==> src/rtl/keypad_pkg.sv <==
// keypad_pkg: shared types and constants for the 4x4 keypad scanner.
//   state_t     - debounce FSM states
//   frame_cls_t - classification of one complete 16-key scan frame
//   frame_res_t - classification plus the key code when exactly one key is seen
//   classify()  - reduce a 16-bit frame (bit index = row*4+col) to frame_res_t
package keypad_pkg;

    localparam int NUM_ROWS = 4;
    localparam int NUM_COLS = 4;

    typedef enum logic [1:0] {
        IDLE      = 2'd0,
        PRESS_DEB = 2'd1,
        HELD      = 2'd2,
        REL_DEB   = 2'd3
    } state_t;

    typedef enum logic [1:0] {
        FR_NONE  = 2'd0,
        FR_ONE   = 2'd1,
        FR_MULTI = 2'd2
    } frame_cls_t;

    typedef struct packed {
        frame_cls_t cls;
        logic [3:0] code;
    } frame_res_t;

    function automatic frame_res_t classify(input logic [NUM_ROWS*NUM_COLS-1:0] f);
        frame_res_t r;
        logic [4:0] n;
        n      = '0;
        r.code = '0;
        for (int i = 0; i < NUM_ROWS*NUM_COLS; i++) begin
            if (f[i]) begin
                n      = n + 5'd1;
                r.code = 4'(i);
            end
        end
        if (n == 5'd0)      r.cls = FR_NONE;
        else if (n == 5'd1) r.cls = FR_ONE;
        else                r.cls = FR_MULTI;
        return r;
    endfunction

endpackage

==> src/rtl/sync2.sv <==
// sync2: two-flop synchronizer for a W-bit bus, async active-low reset.
//   clk, rst_n - clock / reset
//   d          - asynchronous input
//   q          - synchronized output (2 cycles of latency)
module sync2 #(
    parameter int W = 4
) (
    input  logic         clk,
    input  logic         rst_n,
    input  logic [W-1:0] d,
    output logic [W-1:0] q
);

    logic [W-1:0] s1;

    always_ff @(posedge clk or negedge rst_n) begin
        if (!rst_n) begin
            s1 <= '0;
            q  <= '0;
        end else begin
            s1 <= d;
            q  <= s1;
        end
    end

endmodule

==> src/rtl/keypad_scanner.sv <==
// keypad_scanner: scans a 4x4 active-low key matrix, debounces whole frames
// and hands out one key code per press through a valid/ready handshake.
//   clk, rst_n   - clock / async active-low reset
//   cols         - column drive, active-low, one column at a time
//   rows         - row sense, active-low, asynchronous
//   key_code     - accepted key (row*4+col)
//   key_valid    - key_code holds an unconsumed key
//   key_ready    - consumer takes key_code when key_valid & key_ready
//   overrun      - sticky: a key was accepted over an unconsumed one
//   overrun_clr  - clears overrun
module keypad_scanner
    import keypad_pkg::*;
#(
    parameter int SCAN_DIV   = 50000,
    parameter int DEB_FRAMES = 4
) (
    input  logic       clk,
    input  logic       rst_n,
    output logic [3:0] cols,
    input  logic [3:0] rows,
    output logic [3:0] key_code,
    output logic       key_valid,
    input  logic       key_ready,
    output logic       overrun,
    input  logic       overrun_clr
);

    localparam int         CW    = $clog2(SCAN_DIV);
    localparam logic [3:0] DEB_W = 4'(DEB_FRAMES);

    // ---------------- column scan ----------------
    // run is 0 in reset and goes high on the first edge afterwards, so the
    // columns stay released until that edge and column 0 then gets a full dwell.
    logic          run;
    logic [CW-1:0] cnt;
    logic [1:0]    idx;
    logic          sample;
    logic          frame_done;

    assign sample     = run && (cnt == CW'(SCAN_DIV - 1));
    assign frame_done = sample && (idx == 2'd3);
    assign cols       = run ? ~(4'b0001 << idx) : 4'hF;

    always_ff @(posedge clk or negedge rst_n) begin
        if (!rst_n) begin
            run <= 1'b0;
            cnt <= '0;
            idx <= '0;
        end else begin
            run <= 1'b1;
            if (run) begin
                if (sample) begin
                    cnt <= '0;
                    idx <= idx + 2'd1;
                end else begin
                    cnt <= cnt + CW'(1);
                end
            end
        end
    end

    // ---------------- row sampling ----------------
    logic [3:0] rows_s;

    sync2 #(.W(NUM_ROWS)) u_sync (
        .clk   (clk),
        .rst_n (rst_n),
        .d     (rows),
        .q     (rows_s)
    );

    // frame_full merges the live column sample into the stored frame so the
    // classification sees all 16 bits on the edge that completes the frame.
    logic [NUM_ROWS*NUM_COLS-1:0] frame_q;
    logic [NUM_ROWS*NUM_COLS-1:0] frame_full;

    always_comb begin
        frame_full = frame_q;
        for (int r = 0; r < NUM_ROWS; r++) begin
            for (int c = 0; c < NUM_COLS; c++) begin
                if (2'(c) == idx) frame_full[r*NUM_COLS + c] = ~rows_s[r];
            end
        end
    end

    always_ff @(posedge clk or negedge rst_n) begin
        if (!rst_n)      frame_q <= '0;
        else if (sample) frame_q <= frame_full;
    end

    // ---------------- debounce FSM ----------------
    state_t     state, state_n;
    logic [3:0] cand, cand_n;
    logic [3:0] deb, deb_n;
    logic       accept;
    frame_res_t res;

    assign res = classify(frame_full);

    always_ff @(posedge clk or negedge rst_n) begin
        if (!rst_n) begin
            state <= IDLE;
            cand  <= '0;
            deb   <= '0;
        end else begin
            state <= state_n;
            cand  <= cand_n;
            deb   <= deb_n;
        end
    end

    always_comb begin
        state_n = state;
        cand_n  = cand;
        deb_n   = deb;
        accept  = 1'b0;
        if (frame_done) begin
            case (state)
                IDLE: begin
                    if (res.cls == FR_ONE) begin
                        cand_n = res.code;
                        deb_n  = 4'd1;
                        if (DEB_W == 4'd1) begin
                            accept  = 1'b1;
                            state_n = HELD;
                        end else begin
                            state_n = PRESS_DEB;
                        end
                    end
                end
                PRESS_DEB: begin
                    if (res.cls == FR_ONE && res.code == cand) begin
                        deb_n = deb + 4'd1;
                        if (deb_n == DEB_W) begin
                            accept  = 1'b1;
                            state_n = HELD;
                        end
                    end else begin
                        state_n = IDLE;
                    end
                end
                HELD: begin
                    // chords and ghost patterns while held are ignored
                    if (res.cls == FR_NONE) begin
                        deb_n   = 4'd1;
                        state_n = REL_DEB;
                    end
                end
                REL_DEB: begin
                    if (res.cls == FR_NONE) begin
                        deb_n = deb + 4'd1;
                        // >= so a one-frame debounce still leaves this state
                        if (deb_n >= DEB_W) state_n = IDLE;
                    end else begin
                        state_n = HELD;
                    end
                end
                default: state_n = IDLE;
            endcase
        end
    end

    // ---------------- output handshake ----------------
    // An accept beats a same-cycle handshake; overrun only counts when the
    // previous key is being overwritten without having been taken.
    logic ov_set;
    assign ov_set = accept && key_valid && !key_ready;

    always_ff @(posedge clk or negedge rst_n) begin
        if (!rst_n) begin
            key_code  <= '0;
            key_valid <= 1'b0;
            overrun   <= 1'b0;
        end else begin
            if (accept) begin
                key_code  <= cand_n;
                key_valid <= 1'b1;
            end else if (key_valid && key_ready) begin
                key_valid <= 1'b0;
            end
            if (ov_set)           overrun <= 1'b1;
            else if (overrun_clr) overrun <= 1'b0;
        end
    end

endmodule

==> config.mk <==
export PLATFORM = sky130hd
export DESIGN_NAME = keypad_scanner
export DESIGN_NICKNAME = d
export VERILOG_FILES = /design/src/rtl/keypad_pkg.sv /design/src/rtl/sync2.sv /design/src/rtl/keypad_scanner.sv
export SDC_FILE = /design/constraint.sdc
export NUM_CORES = 1
export LEC_CHECK = 0
export BUFFER_PORTS_ARGS = -buffer_cell sky130_fd_sc_hd__buf_2
export CELL_PAD_IN_SITES_DETAIL_PLACEMENT = 0
export CELL_PAD_IN_SITES_GLOBAL_PLACEMENT = 1
export CORE_MARGIN = 5
export CORE_UTILIZATION = 49
export CTS_CLUSTER_DIAMETER = 100
export DETAILED_ROUTE_END_ITERATION = 10
export PLACE_DENSITY_LB_ADDON = 0.08
export SYNTH_ARGS = -nofsm -noshare
export SYNTH_HDL_FRONTEND = slang
export SYNTH_HIERARCHICAL = 1
export SYNTH_SLANG_ARGS = --single-unit
==> constraint.sdc <==
create_clock -name clk -period 11.6 [get_ports clk]
set_clock_uncertainty 0.1 [all_clocks]
set_input_delay 0.58 -clock clk [delete_from_list [all_inputs] [get_ports clk]]
set_output_delay 0.58 -clock clk [all_outputs]
set_load 0.01 [all_outputs]
==> flow_summary.rst, run 1 <==
.. list-table::
   :header-rows: 1

   * - Metric
     - Value
   * - RSZ-0062 raised after global routing
     - false
   * - Max-slew violations
     - 0
   * - Leading cell type in the layout, fill and taps excluded
     - sky130_fd_sc_hd__nand2_1
   * - Final setup violation count
     - 0
   * - Arithmetic-cell share of the synthesized area counting full adders, half adders and majority gates
     - 5.62%
   * - Pleak
     - 2.41 nW
   * - DRC violation count after routing
     - 0
   * - Peak supply drop
     - 0.000108 V
   * - Minimum setup slack among reg-to-reg paths
     - 0.85 ns
   * - Clk Latency, worst-skew pair
     - 0.33 ns
   * - Detailed Route Iter0 Violations
     - 146
   * - Die area
     - 0.0120 mm²
   * - FILL cells
     - 926
   * - Final worst path period share
     - 92.7%
   * - Mean post-synth cell area
     - 8.93 µm²
   * - Post-synth top area share
     - 30.4%
   * - Xor-xnor portion of the synthesized cell area
     - 13.8%
   * - Worst slew pin tran
     - 0.785 ns
   * - Final net count
     - 593
   * - Count of boundary I/O pins
     - 18
   * - Post-CTS clock slew at the launch and capture registers of the worst setup and hold paths
     - 0.06 ns
   * - H-tree levels
     - 3
   * - Area fraction in compound gates after synthesis
     - 16.1%
   * - Yosys warning total
     - 6
   * - Most common cell on crit path
     - sky130_fd_sc_hd__ha_1
   * - Floorplan core area
     - 0.00973 mm²
   * - Number of I/O port buffers
     - 17
   * - Clock period minus worst slack
     - 10.75 ns
   * - Pre-Repair DR Iteration Count
     - 4
   * - Global placement routability congestion
     - 0.797
   * - Unique masters post-synth
     - 82
   * - Area of combinational cells with multiple inputs
     - 0.00326 mm²
   * - Wire length of the first global-routing pass
     - 17.8 mm
   * - Die Width
     - 109 µm
   * - Number of flops mapped to enable cells by yosys
     - 0
   * - Async set or reset register ratio after synthesis
     - 100%
   * - Register area
     - 0.00148 mm²
   * - CTS buffer count
     - 9
   * - Antenna-violating nets left
     - 0
   * - Hold Crit Class
     - input port to register
   * - Placement Cell Area
     - 0.00506 mm²
   * - Total Wirelength
     - 10.5 mm
   * - Most frequent cells in the layout
     - sky130_fd_sc_hd__nand2_1 (74), sky130_fd_sc_hd__dfrtp_1 (59), sky130_fd_sc_hd__o21ai_0 (36), sky130_fd_sc_hd__nor2_1 (32), sky130_fd_sc_hd__xnor2_1 (30)
   * - Normalized max-slew margin
     - 46.1%
   * - Max FO, Critical Path
     - 11
   * - Arrival time worst endpoint
     - 10.86 ns
   * - Max stage delay on crit path
     - 0.60 ns
   * - Seq cells post-synth
     - 59
   * - Status
     - complete, no violations
   * - GRT Overall Usage
     - 18.6%
   * - Final-layout setup total negative slack
     - 0 ns
   * - Flip-flop cell with the highest count after synthesis
     - sky130_fd_sc_hd__dfrtp_1
   * - Post-Syn Instances
     - 543
   * - Clock tree root buffer cell
     - sky130_fd_sc_hd__clkbuf_8
   * - GR Overflow Total
     - 0
   * - Via-per-instance ratio
     - 5.56
   * - Number of maximum-capacitance constraint violations
     - 0
   * - Final Core Density
     - 55.1%
   * - Maximum count of clock buffers along a single path
     - 2
   * - Worst-path cell with the longest stage delay
     - sky130_fd_sc_hd__or4_4
   * - Via count
     - 3899
   * - Final hold violation count
     - 0
   * - Initial Utilization
     - 49.9%
   * - Most area-hungry cell type in the Yosys netlist
     - sky130_fd_sc_hd__dfrtp_1
   * - Final instance area
     - 0.00536 mm²
   * - Fmax
     - 93.0 MHz
   * - Areal power density over the cells
     - 93.6 mW/mm²
   * - Cell Area, Synth
     - 0.00485 mm²
   * - Average wire per standard cell
     - 14.9 µm
   * - Required time at the worst-slack endpoint
     - 11.71 ns
   * - Most area-consuming cells after synthesis
     - sky130_fd_sc_hd__dfrtp_1 (30%), sky130_fd_sc_hd__nand2_1 (5.7%), sky130_fd_sc_hd__ha_1 (5.4%)
   * - Fraction of layout cells with a size suffix above 1
     - 18.0%
   * - Antenna Diode Count
     - 0
   * - Main combinational cell family by area after synthesis
     - simple AND/OR/NAND/NOR gates
   * - CTS tree
     - built
   * - Sequential cell area fraction in the yosys report
     - 30.4%
   * - Final non-filler cell total
     - 701
   * - Synthesized-area fraction occupied by and/or/nand/nor cells
     - 23.5%
   * - Half-perimeter wire length after placement
     - 7.88 mm
   * - Placed Cells incl. Taps
     - 680
   * - Pin count of the biggest net entering global routing
     - 60
   * - Floorplan die height
     - 109 µm
   * - Count of clock tree sinks
     - 59
   * - Startpoint class of the critical path
     - register
   * - Number of global-route vias before repair
     - 3855
   * - Setup crit end kind
     - register
   * - Antenna violations before repair
     - 0
   * - Portion of netlist area occupied by mux cells
     - 7.02%
   * - Category of the most critical setup path
     - register to register
   * - Synthesized net count
     - 572
   * - Total number of placement rows
     - 36
   * - Post-synthesis to final-layout area growth
     - 10.6%
==> what timing repair did <==
action | in CTS | in global routing
resized for setup | 0 | 11
hold buffers | 0 | 0
endpoints found under the setup margin | 0 | 16
hold endpoints to repair | 0 | 0
buffers inserted | 0 | 6
==> metal layers <==
metal	share of wire [%]	wire length (µm)	global-route usage, %
met2	48	5040	32.4
met1	48	5060	23.9
met3	2.4	248	2.47
met4	1.1	112	5.61
met5	0	0	0
==> layout make-up <==
| type | count | share of cell area [%] |
|---|---|---|
| tap | 133 | 3.10 |
| multi-input combinational | 443 | 60.7 |
| timing repair buffer | 27 | 2.99 |
| inverter | 24 | 1.68 |
| clock buffer | 14 | 3.41 |
| sequential | 59 | 27.5 |
| clock inverter | 1 | 0.560 |
==> cell usage after synthesis (all sizes together) (12+ instances only) <==
cell type	count
or2	12
ha	21
dfrtp	59
o21ai	38
a21oi	18
nand2	74
mux2i	13
nand3	17
nor2b	12
nor2	35
inv	24
clkbuf	12
xor2	16
xnor2	32
mux2	17
==> state kept, by name (all words and copies together) (netlist names) <==
register / count
overrun: 1
u_sync/s1: 4
frame_q: 16
key_code: 4
run: 1
idx: 2
cand: 4
deb: 4
cnt: 16
state: 2
u_sync/q: 4
key_valid: 1
==> worst paths after layout <==
kind / cells past startpoint / to / from
max: 55 / key_code[3] / idx[1]
min: 1 / u_sync/s1[0] / rows[0]
max reg2reg: 55 / key_code[3] / idx[1]
min reg2reg: 0 / u_sync/q[0] / u_sync/s1[0]
max in group asynchronous: 2 / deb[2] / rst_n
min in group asynchronous: 2 / cnt[6] / rst_n
==> worst max-delay path, delay by kind of cell, from the launching register on <==
| kind | cells | cell delay (ns) |
|---|---|---|
| adders and majority gates | 15 | 4.25 |
| and+or+nand+nor | 20 | 2.97 |
| AOI/OAI and AO/OA | 12 | 1.90 |
| DFF | 1 | 0.40 |
| buffers and inverters | 5 | 0.38 |
| muxes | 1 | 0.32 |
| xor gates and xnor gates | 2 | 0.31 |
==> logic make-up after synthesis <==
| family | after synthesis |
|---|---|
| flops | 59 |
| fa+ha+maj | 22 |
| xor+xnor | 58 |
| compound gates | 116 |
| other cells | 1 |
| buf+inv | 41 |
| mux | 30 |
| simple gates | 216 |
==> power breakdown <==
part	internal (mW)	total, mW	leakage [nW]	switching [mW]
Clock	0.122	0.197	0.109	0.0757
Combinational	0.0352	0.0781	1.51	0.0429
Sequential	0.216	0.226	0.794	0.0106
Total	0.373	0.502	2.41	0.129
==> metrics by stage <==
stage	worst slack [ns]	hold WS, ns	total power [mW]
6_report	0.848	0.250	0.502
3_3_place_gp	0.734	0.236	0.306
3_5_place_dp	0.372	0.248	0.307
5_1_grt	0.0173	0.236	0.529
4_1_cts	0.326	0.230	0.507
2_1_floorplan	1.05	0.184	0.288
Note: power is estimated with default switching activity, not from simulation.
==> run 2, diff against run 1 <==
REMOVE_ABC_BUFFERS = 1   (was unset)
==> run 2 against run 1 <==
  * Worst hold slack worse by 0.00064 ns
  * Clock-buffer cell count is 5 lower
  * Utilization is 0.42 points lower
  * Setup slack worse by 0.027 ns
  * Register-to-register slack worse by 0.03 ns
  * Critical path depth stayed put
  * Final cell count is 0.43% lower
  * Sequential power hardly changed
  * Critical endpoint is now key_code[2]
==> flow_summary.rst, run 2 (synthesis results as in run 1) <==
.. list-table::
   :header-rows: 1

   * - Metric
     - Value
   * - Final hold violation count
     - 0 (unchanged)
   * - Antenna-violating nets left
     - 0 (unchanged)
   * - Pleak
     - 2.39 nW (-0.88%)
   * - Worst reg2reg path endpoint
     - key_code[2]
   * - Most common cell on crit path
     - sky130_fd_sc_hd__ha_1
   * - Wire length of the first global-routing pass
     - 18.2 mm (+2.3%)
   * - Floorplan die height
     - 109 µm (unchanged)
   * - Count of clock tree sinks
     - 59 (unchanged)
   * - Maximum count of clock buffers along a single path
     - 2 (unchanged)
   * - PnR Total Power
     - 0.514 mW (+2.3%)
   * - Required time at the worst-slack endpoint
     - 11.71 ns (about the same)
   * - Areal power density over the cells
     - 96.5 mW/mm² (+3.1%)
   * - RSZ-0062 raised after global routing
     - false
   * - Via-per-instance ratio
     - 5.56 (-0.11%)
   * - Register area
     - 0.00148 mm² (unchanged)
   * - Max-slew violations
     - 0 (unchanged)
   * - Via count
     - 3878 (-0.54%)
   * - Final instance area
     - 0.00532 mm² (-0.77%)
   * - Critical path's top delay family
     - adder cells
   * - CTS tree
     - built
   * - Floorplan core area
     - 0.00973 mm² (unchanged)
   * - Global placement routability congestion
     - 0.817 (+2.5%)
   * - Combinational group share of total power
     - 15.3% (-0.3 points)
   * - Final net count
     - 589 (-0.67%)
   * - Number of I/O port buffers
     - 17 (unchanged)
   * - Arrival time worst endpoint
     - 10.89 ns (+0.03 ns)
   * - Fraction of layout cells with a size suffix above 1
     - 17.0% (-0.97 points)
   * - Worst setup margin
     - 0.822 ns (-0.0265 ns)
   * - Largest registers in the final layout
     - cnt x16, frame_q x16
   * - Pre-Repair DR Iteration Count
     - 4 (unchanged)
   * - Clock power share
     - 40.6% (+1.3 points)
   * - Net switching share of the total power
     - 27.3% (+1.6 points)
   * - Die area
     - 0.0120 mm² (unchanged)
   * - Switching Power
     - 0.140 mW (+8.6%)
   * - Max FO, Critical Path
     - 8 (-3)
   * - Total Wirelength
     - 10.5 mm (+0.66%)
   * - Post-CTS clock slew at the launch and capture registers of the worst setup and hold paths
     - 0.08 ns (+0.02 ns)
   * - Hold path start
     - rows[2]
   * - Detailed Route Iter0 Violations
     - 173 (+18%)
   * - Count of boundary I/O pins
     - 18 (unchanged)
   * - Final setup violation count
     - 0 (unchanged)
   * - Post-synthesis to final-layout area growth
     - 9.72%
   * - FILL cells
     - 953 (+2.9%)
   * - Hold Crit Class
     - input port to register
   * - Antenna violations before repair
     - 0 (unchanged)
   * - Max stage delay on crit path
     - 0.59 ns (about the same)
   * - Peak supply drop
     - 0.0000765 V (-29%)
   * - GRT Overall Usage
     - 18.9% (+0.31 points)
   * - Clock tree root buffer cell
     - sky130_fd_sc_hd__clkbuf_8
   * - GR Overflow Total
     - 0 (unchanged)
   * - Normalized max-slew margin
     - 48.5% (+2.3 points)
   * - Total number of placement rows
     - 36 (unchanged)
   * - Final worst path period share
     - 92.9% (+0.23 points)
   * - Worst setup timing slack at the placement stage
     - 0.640 ns (+0.269 ns)
   * - Worst-case reg-to-reg path depth
     - 55 (unchanged)
   * - Leading cell type in the layout, fill and taps excluded
     - sky130_fd_sc_hd__nand2_1
   * - H-tree levels
     - 3 (unchanged)
   * - Die Width
     - 109 µm (unchanged)
   * - Hold Path Cell Cnt
     - 1 (unchanged)
   * - Setup crit end kind
     - register
   * - Fmax
     - 92.8 MHz (-0.25%)
   * - Startpoint class of the critical path
     - register
   * - Category of the most critical setup path
     - register to register
   * - Average wire per standard cell
     - 15.1 µm (+1.1%)
   * - Worst-case hold slack
     - 0.249 ns (-0.000644 ns)
   * - CTS buffer count
     - 9 (unchanged)
   * - DRC violation count after routing
     - 0 (unchanged)
   * - Reg power frac
     - 44.1% (-1.0 points)
   * - Pin count of the biggest net entering global routing
     - 60 (unchanged)
   * - Most frequent cells in the layout
     - sky130_fd_sc_hd__nand2_1 (74), sky130_fd_sc_hd__dfrtp_1 (59), sky130_fd_sc_hd__o21ai_0 (36), sky130_fd_sc_hd__nor2_1 (33), sky130_fd_sc_hd__xnor2_1 (30)
   * - Status
     - complete, no violations
   * - Internal power summed over all cells
     - 0.373 mW (+0.16%)
   * - Number of maximum-capacitance constraint violations
     - 0 (unchanged)
   * - Number of global-route vias before repair
     - 3858 (+0.078%)
   * - # hold bufs at CTS
     - 0 (unchanged)
   * - Final-layout setup total negative slack
     - 0 ns (unchanged)
   * - Placement Cell Area
     - 0.00507 mm² (+0.30%)
   * - Half-perimeter wire length after placement
     - 7.92 mm (+0.43%)
   * - Beginning of the worst register-to-register path
     - idx[1]
   * - Area of combinational cells with multiple inputs
     - 0.00324 mm² (-0.65%)
   * - End point of the most critical hold path
     - u_sync/s1[2]
   * - Initial Utilization
     - 49.9% (unchanged)
   * - Worst-path cell with the longest stage delay
     - sky130_fd_sc_hd__or4_4
   * - Antenna Diode Count
     - 0 (unchanged)
   * - Minimum setup slack among reg-to-reg paths
     - 0.82 ns (-0.03 ns)
   * - WP buf/inv
     - 6 (+1)
   * - Clk Latency, worst-skew pair
     - 0.33 ns (about the same)
   * - Worst slew pin tran
     - 0.751 ns (-0.0341 ns)
   * - Clock period minus worst slack
     - 10.78 ns (+0.0265 ns)
==> run 2: cell count changes in the layout (fill, tap and decap cells not counted), moves of 2 or more <==
cell	before	now
sky130_fd_sc_hd__clkbuf_8	13	9
sky130_fd_sc_hd__inv_6	0	2
sky130_fd_sc_hd__buf_4	10	6
sky130_fd_sc_hd__ha_1	18	20
==> run 2: layout make-up <==
| class | instances | share of cell area [%] |
|---|---|---|
| tap | 133 | 3.13 |
| clock inverter | 7 | 1.86 |
| sequential | 59 | 27.7 |
| timing repair buffer | 23 | 2.44 |
| multi-input combinational | 443 | 60.8 |
| inverter | 24 | 1.69 |
| clock buffer | 9 | 2.33 |
==> run 2: stage by stage <==
step / std cells / util (%)
after floorplan: 526 / -
after global placement: 682 / 52.1
after detailed placement: 682 / 52.1
after CTS: 698 / 54.4
after global routing: 698 / 54.7
final: 698 / 54.7
==> run 2: routing by layer <==
metal  GRT usage [%]  routed length, µm  share of wire [%]
met2            32.0               4980                 47
met1            24.7               5220                 50
met3            3.17                166                1.6
met5               0                  0                  0
met4            5.52                166                1.6
==> run 2: power by group through the flow <==
stage / combinational, mW / sequential (mW) / clock [mW]
4_1_cts: 0.0784 / 0.227 / 0.214
3_3_place_gp: 0.0752 / 0.230 / 0
2_1_floorplan: 0.0603 / 0.228 / 0
6_report: 0.0784 / 0.227 / 0.209
3_5_place_dp: 0.0776 / 0.230 / 0
5_1_grt: 0.0896 / 0.228 / 0.225
==> run 2: timing repair <==
| action | CTS | global route |
|---|---|---|
| resized for setup | 0 | 6 |
| hold endpoints to repair | 0 | 0 |
| buffers inserted | 0 | 0 |
| endpoints found under the setup margin | 0 | 8 |
==> run 2: worst max-delay path by stage <==
stage                start     endpoint  slack (ns)  depth (start not counted)
floorplan           idx[1]       deb[0]        1.23                         54
global placement    idx[1]       deb[0]        0.96                         55
detailed placement  idx[1]       deb[0]        0.64                         55
CTS                 idx[1]       deb[0]        0.58                         55
global route        idx[1]  key_code[2]        0.03                         55
finish              idx[1]  key_code[2]        0.82                         55
==> run 2: worst reg2reg max path: cells and delay by family, from the launching register on <==
family	cells	cell delay, ns
fa+ha+maj	14	3.85
simple gates	22	3.45
compound gates	10	1.51
mux	2	0.62
buf+inv	6	0.55
flops	1	0.38
xor+xnor	1	0.16
==> run 3, diff against run 2 <==
SYNTH_HIERARCHICAL = unset   (was 1)
==> run 3 against run 2 <==
  * Non-clock buffer count up 7
  * Combinational power up 14%
  * Sequential power about the same
  * Routed wire length up 1.7%
  * Clock power down 11%
  * Global-route usage down 0.96 points
  * Die area up 4.0%
  * Flip-flop and latch count unchanged
  * Synthesized cell count up 4.2%
  * First-iteration DRC count down 8.7%
  * Total power down 2.1%
  * Cell area up 5.2%
==> flow_summary.rst, run 3 <==
.. list-table::
   :header-rows: 1

   * - Metric
     - Value
   * - Status
     - complete, no violations
   * - Final instance area
     - 0.00560 mm² (+5.2%)
   * - Fmax
     - 91.6 MHz (-1.2%)
   * - Worst slew pin tran
     - 0.989 ns (+0.238 ns)
   * - Most area-consuming cells after synthesis
     - sky130_fd_sc_hd__dfrtp_1 (29%), sky130_fd_sc_hd__xnor2_1 (5.9%), sky130_fd_sc_hd__nand2_1 (5.6%)
   * - Antenna violations before repair
     - 0 (unchanged)
   * - GRT Overall Usage
     - 17.9% (-0.96 points)
   * - Largest registers in the final layout
     - cnt x16, frame_q x16
   * - Yosys warning total
     - 0 (-6)
   * - Peak supply drop
     - 0.000119 V (+55%)
   * - DRC violation count after routing
     - 0 (unchanged)
   * - Main combinational cell family by area after synthesis
     - simple AND/OR/NAND/NOR gates
   * - Setup crit end kind
     - register
   * - Met2 Use GR
     - 28.3% (-3.7 points)
   * - Category of the most critical setup path
     - register to register
   * - Final-layout setup total negative slack
     - 0 ns (unchanged)
   * - Final net count
     - 619 (+5.1%)
   * - Mean post-synth cell area
     - 8.95 µm² (+0.19%)
   * - Flip-flop cell with the highest count after synthesis
     - sky130_fd_sc_hd__dfrtp_1
   * - Antenna Diode Count
     - 0 (unchanged)
   * - Global placement routability congestion
     - 0.854 (+4.6%)
   * - Most common cell on crit path
     - sky130_fd_sc_hd__ha_1
   * - Pre-Repair DR Iteration Count
     - 4 (unchanged)
   * - Async set or reset register ratio after synthesis
     - 100% (unchanged)
   * - Area fraction in compound gates after synthesis
     - 15.5% (-0.61 points)
   * - Post-CTS clock slew at the launch and capture registers of the worst setup and hold paths
     - 0.07 ns (about the same)
   * - Required time at the worst-slack endpoint
     - 11.72 ns (about the same)
   * - Areal power density over the cells
     - 89.8 mW/mm² (-7.0%)
   * - Post-synth top area share
     - 29.1% (-1.3 points)
   * - Number of flops mapped to enable cells by yosys
     - 0 (unchanged)
   * - Portion of netlist area occupied by mux cells
     - 7.21% (+0.20 points)
   * - Hold Crit Class
     - input port to register
   * - Xor-xnor portion of the synthesized cell area
     - 16.1% (+2.3 points)
   * - Final worst path period share
     - 94.1% (+1.1 points)
   * - Count of boundary I/O pins
     - 18 (unchanged)
   * - Initial Utilization
     - 49.7% (-0.12 points)
   * - Via-per-instance ratio
     - 5.38 (-3.2%)
   * - Number of I/O port buffers
     - 17 (unchanged)
   * - # hold bufs at CTS
     - 0 (unchanged)
   * - CTS buffer count
     - 9 (unchanged)
   * - Total Wirelength
     - 10.7 mm (+1.7%)
   * - Half-perimeter wire length after placement
     - 7.93 mm (+0.15%)
   * - Final Core Density
     - 55.0% (+0.29 points)
   * - Die Width
     - 112 µm (+2.0%)
   * - Most Crowded Layer GR
     - met2
   * - Final setup violation count
     - 0 (unchanged)
   * - CTS tree
     - built
   * - Antenna-violating nets left
     - 0 (unchanged)
   * - Sequential cell area fraction in the yosys report
     - 29.1% (-1.3 points)
   * - Via count
     - 3930 (+1.3%)
   * - Synthesized-area fraction occupied by and/or/nand/nor cells
     - 22.5% (-1.0 points)
   * - H-tree levels
     - 3 (unchanged)
   * - Arrival time worst endpoint
     - 11.03 ns (+0.14 ns)
   * - Clock tree root buffer cell
     - sky130_fd_sc_hd__clkbuf_8
   * - Detailed Route Iter0 Violations
     - 158 (-8.7%)
   * - Placement Cell Area
     - 0.00528 mm² (+4.0%)
   * - Leading cell type in the layout, fill and taps excluded
     - sky130_fd_sc_hd__nand2_1
   * - Final hold violation count
     - 0 (unchanged)
   * - Max FO, Critical Path
     - 7 (-1)
   * - Wire length of the first global-routing pass
     - 18.4 mm (+1.3%)
   * - Most frequent cells in the layout
     - sky130_fd_sc_hd__nand2_1 (75), sky130_fd_sc_hd__dfrtp_1 (59), sky130_fd_sc_hd__nor2_1 (47), sky130_fd_sc_hd__xnor2_1 (34), sky130_fd_sc_hd__o21ai_0 (34)
   * - Worst setup margin
     - 0.689 ns (-0.133 ns)
   * - Normalized max-slew margin
     - 33.9% (-15 points)
   * - GR Overflow Total
     - 0 (unchanged)
   * - Number of maximum-capacitance constraint violations
     - 0 (unchanged)
   * - Max-slew violations
     - 0 (unchanged)
   * - Top post-synthesis cells by count
     - sky130_fd_sc_hd__nand2_1 (75), sky130_fd_sc_hd__dfrtp_1 (59), sky130_fd_sc_hd__nor2_1 (47)
   * - Pin count of the biggest net entering global routing
     - 60 (unchanged)
   * - Arithmetic-cell share of the synthesized area counting full adders, half adders and majority gates
     - 5.19% (-0.44 points)
   * - Average wire per standard cell
     - 14.7 µm (-2.9%)
   * - FILL cells
     - 954 (+0.10%)
   * - Cell Area, Synth
     - 0.00507 mm² (+4.4%)
   * - Met1 routing resource usage after global routing
     - 24.6% (-0.15 points)
   * - Max stage delay on crit path
     - 0.38 ns (-0.21 ns)
   * - Unique masters post-synth
     - 88 (+7.3%)
   * - Pleak
     - 2.48 nW (+4.0%)
   * - Worst-case hold slack
     - 0.241 ns (-0.00772 ns)
   * - Total number of placement rows
     - 37 (+2.8%)
   * - Most area-hungry cell type in the Yosys netlist
     - sky130_fd_sc_hd__dfrtp_1
   * - Post-Syn Instances
     - 566 (+4.2%)
   * - Worst setup timing slack at the placement stage
     - -0.00111 ns (-0.641 ns)
   * - Fraction of layout cells with a size suffix above 1
     - 18.2% (+1.2 points)
   * - Floorplan die height
     - 112 µm (+2.0%)
   * - Most frequently used cell type in the post-synthesis netlist
     - sky130_fd_sc_hd__nand2_1
   * - Count of clock tree sinks
     - 59 (unchanged)
   * - Register area
     - 0.00148 mm² (unchanged)
   * - Post-synthesis to final-layout area growth
     - 10.6%
   * - Worst-path cell with the longest stage delay
     - sky130_fd_sc_hd__dfrtp_1
   * - Clk Latency, worst-skew pair
     - 0.34 ns (about the same)
   * - Maximum count of clock buffers along a single path
     - 2 (unchanged)
   * - Seq cells post-synth
     - 59 (unchanged)
   * - Met3 usage
     - 3.32% (+0.14 points)
   * - Startpoint class of the critical path
     - register
   * - Number of global-route vias before repair
     - 3798 (-1.6%)
   * - Area of combinational cells with multiple inputs
     - 0.00344 mm² (+6.3%)
   * - Die area
     - 0.0125 mm² (+4.0%)
   * - Floorplan core area
     - 0.0102 mm² (+4.7%)
   * - Clock period minus worst slack
     - 10.91 ns (+0.133 ns)
## run 3: changes by cell type after synthesis, moves of 4 or more
cell / change
sky130_fd_sc_hd__xnor2_2: +6
sky130_fd_sc_hd__a21o_1: +5
sky130_fd_sc_hd__nand3_1: +4
sky130_fd_sc_hd__or2_2: -9
sky130_fd_sc_hd__a211oi_1: -4
sky130_fd_sc_hd__nor2_1: +14
sky130_fd_sc_hd__o21ai_1: +7
sky130_fd_sc_hd__mux2_2: -6
sky130_fd_sc_hd__inv_1: +5
sky130_fd_sc_hd__o211ai_1: -4
sky130_fd_sc_hd__mux2i_1: +7
sky130_fd_sc_hd__xnor2_1: +4
## run 3: report_power, final
group          switching [mW]  internal (mW)  total, mW
registers              0.0110          0.216      0.227
logic                  0.0505         0.0385     0.0890
clock network          0.0823          0.105      0.187
## run 3: kinds of logic (layout without fill, tap and decap cells)
family,after synthesis,after routing
AND/OR/NAND/NOR,223,223
flip-flops,59,59
buffers and inverters,49,78
AO/OA/AOI/OAI,113,113
other,1,1
multiplexers,32,32
XOR/XNOR,68,68
adder cells (fa/ha/maj),21,21
## run 3: area by class of cell
type / count / area share [%]
Multi-Input combinational cell: 458 / 61.4
Sequential cell: 59 / 26.4
Timing Repair Buffer: 30 / 3.48
Tap cell: 136 / 3.04
Clock buffer: 12 / 2.59
Inverter: 32 / 2.19
Clock inverter: 4 / 0.893
## run 3: per-layer routing
metal	part of all wire, %	wire length (µm)
met5	0	0
met2	46	4930
met3	2.7	289
met4	1.9	199
met1	49	5290
## run 3: critical path: cells and delay by family, from the launching register on
family	cells	cell delay [ns]
adder cells (fa/ha/maj)	15	4.11
buffers and inverters	9	0.74
multiplexers	5	1.26
flip-flops	1	0.38
AO/OA/AOI/OAI	19	2.99
AND/OR/NAND/NOR	13	1.20
## run 3: repair_timing
item	in CTS	in global routing
endpoints found under the hold margin	0	0
pin swaps	0	2
endpoints found under the setup margin	4	16
resized for setup	0	15
buffers inserted	1	5
## run 3: final timing paths
check / from / to / slack (ns) / cells past startpoint
max: idx[0] / cand[1] / 0.69 / 61
min: rows[0] / u_sync.s1[0] / 0.24 / 1
max reg2reg: idx[0] / cand[1] / 0.69 / 61
min reg2reg: u_sync.s1[3] / u_sync.q[3] / 0.25 / 0
max in group asynchronous: rst_n / deb[1] / 10.61 / 2
min in group asynchronous: rst_n / cnt[4] / 0.28 / 2
## run 3: metrics by stage
stage / cells / total power [mW]
final: 731 / 0.503
after global routing: 731 / 0.535
after CTS: 726 / 0.507
after detailed placement: 709 / 0.316
after global placement: 709 / 0.314
after floorplan: 549 / 0.295
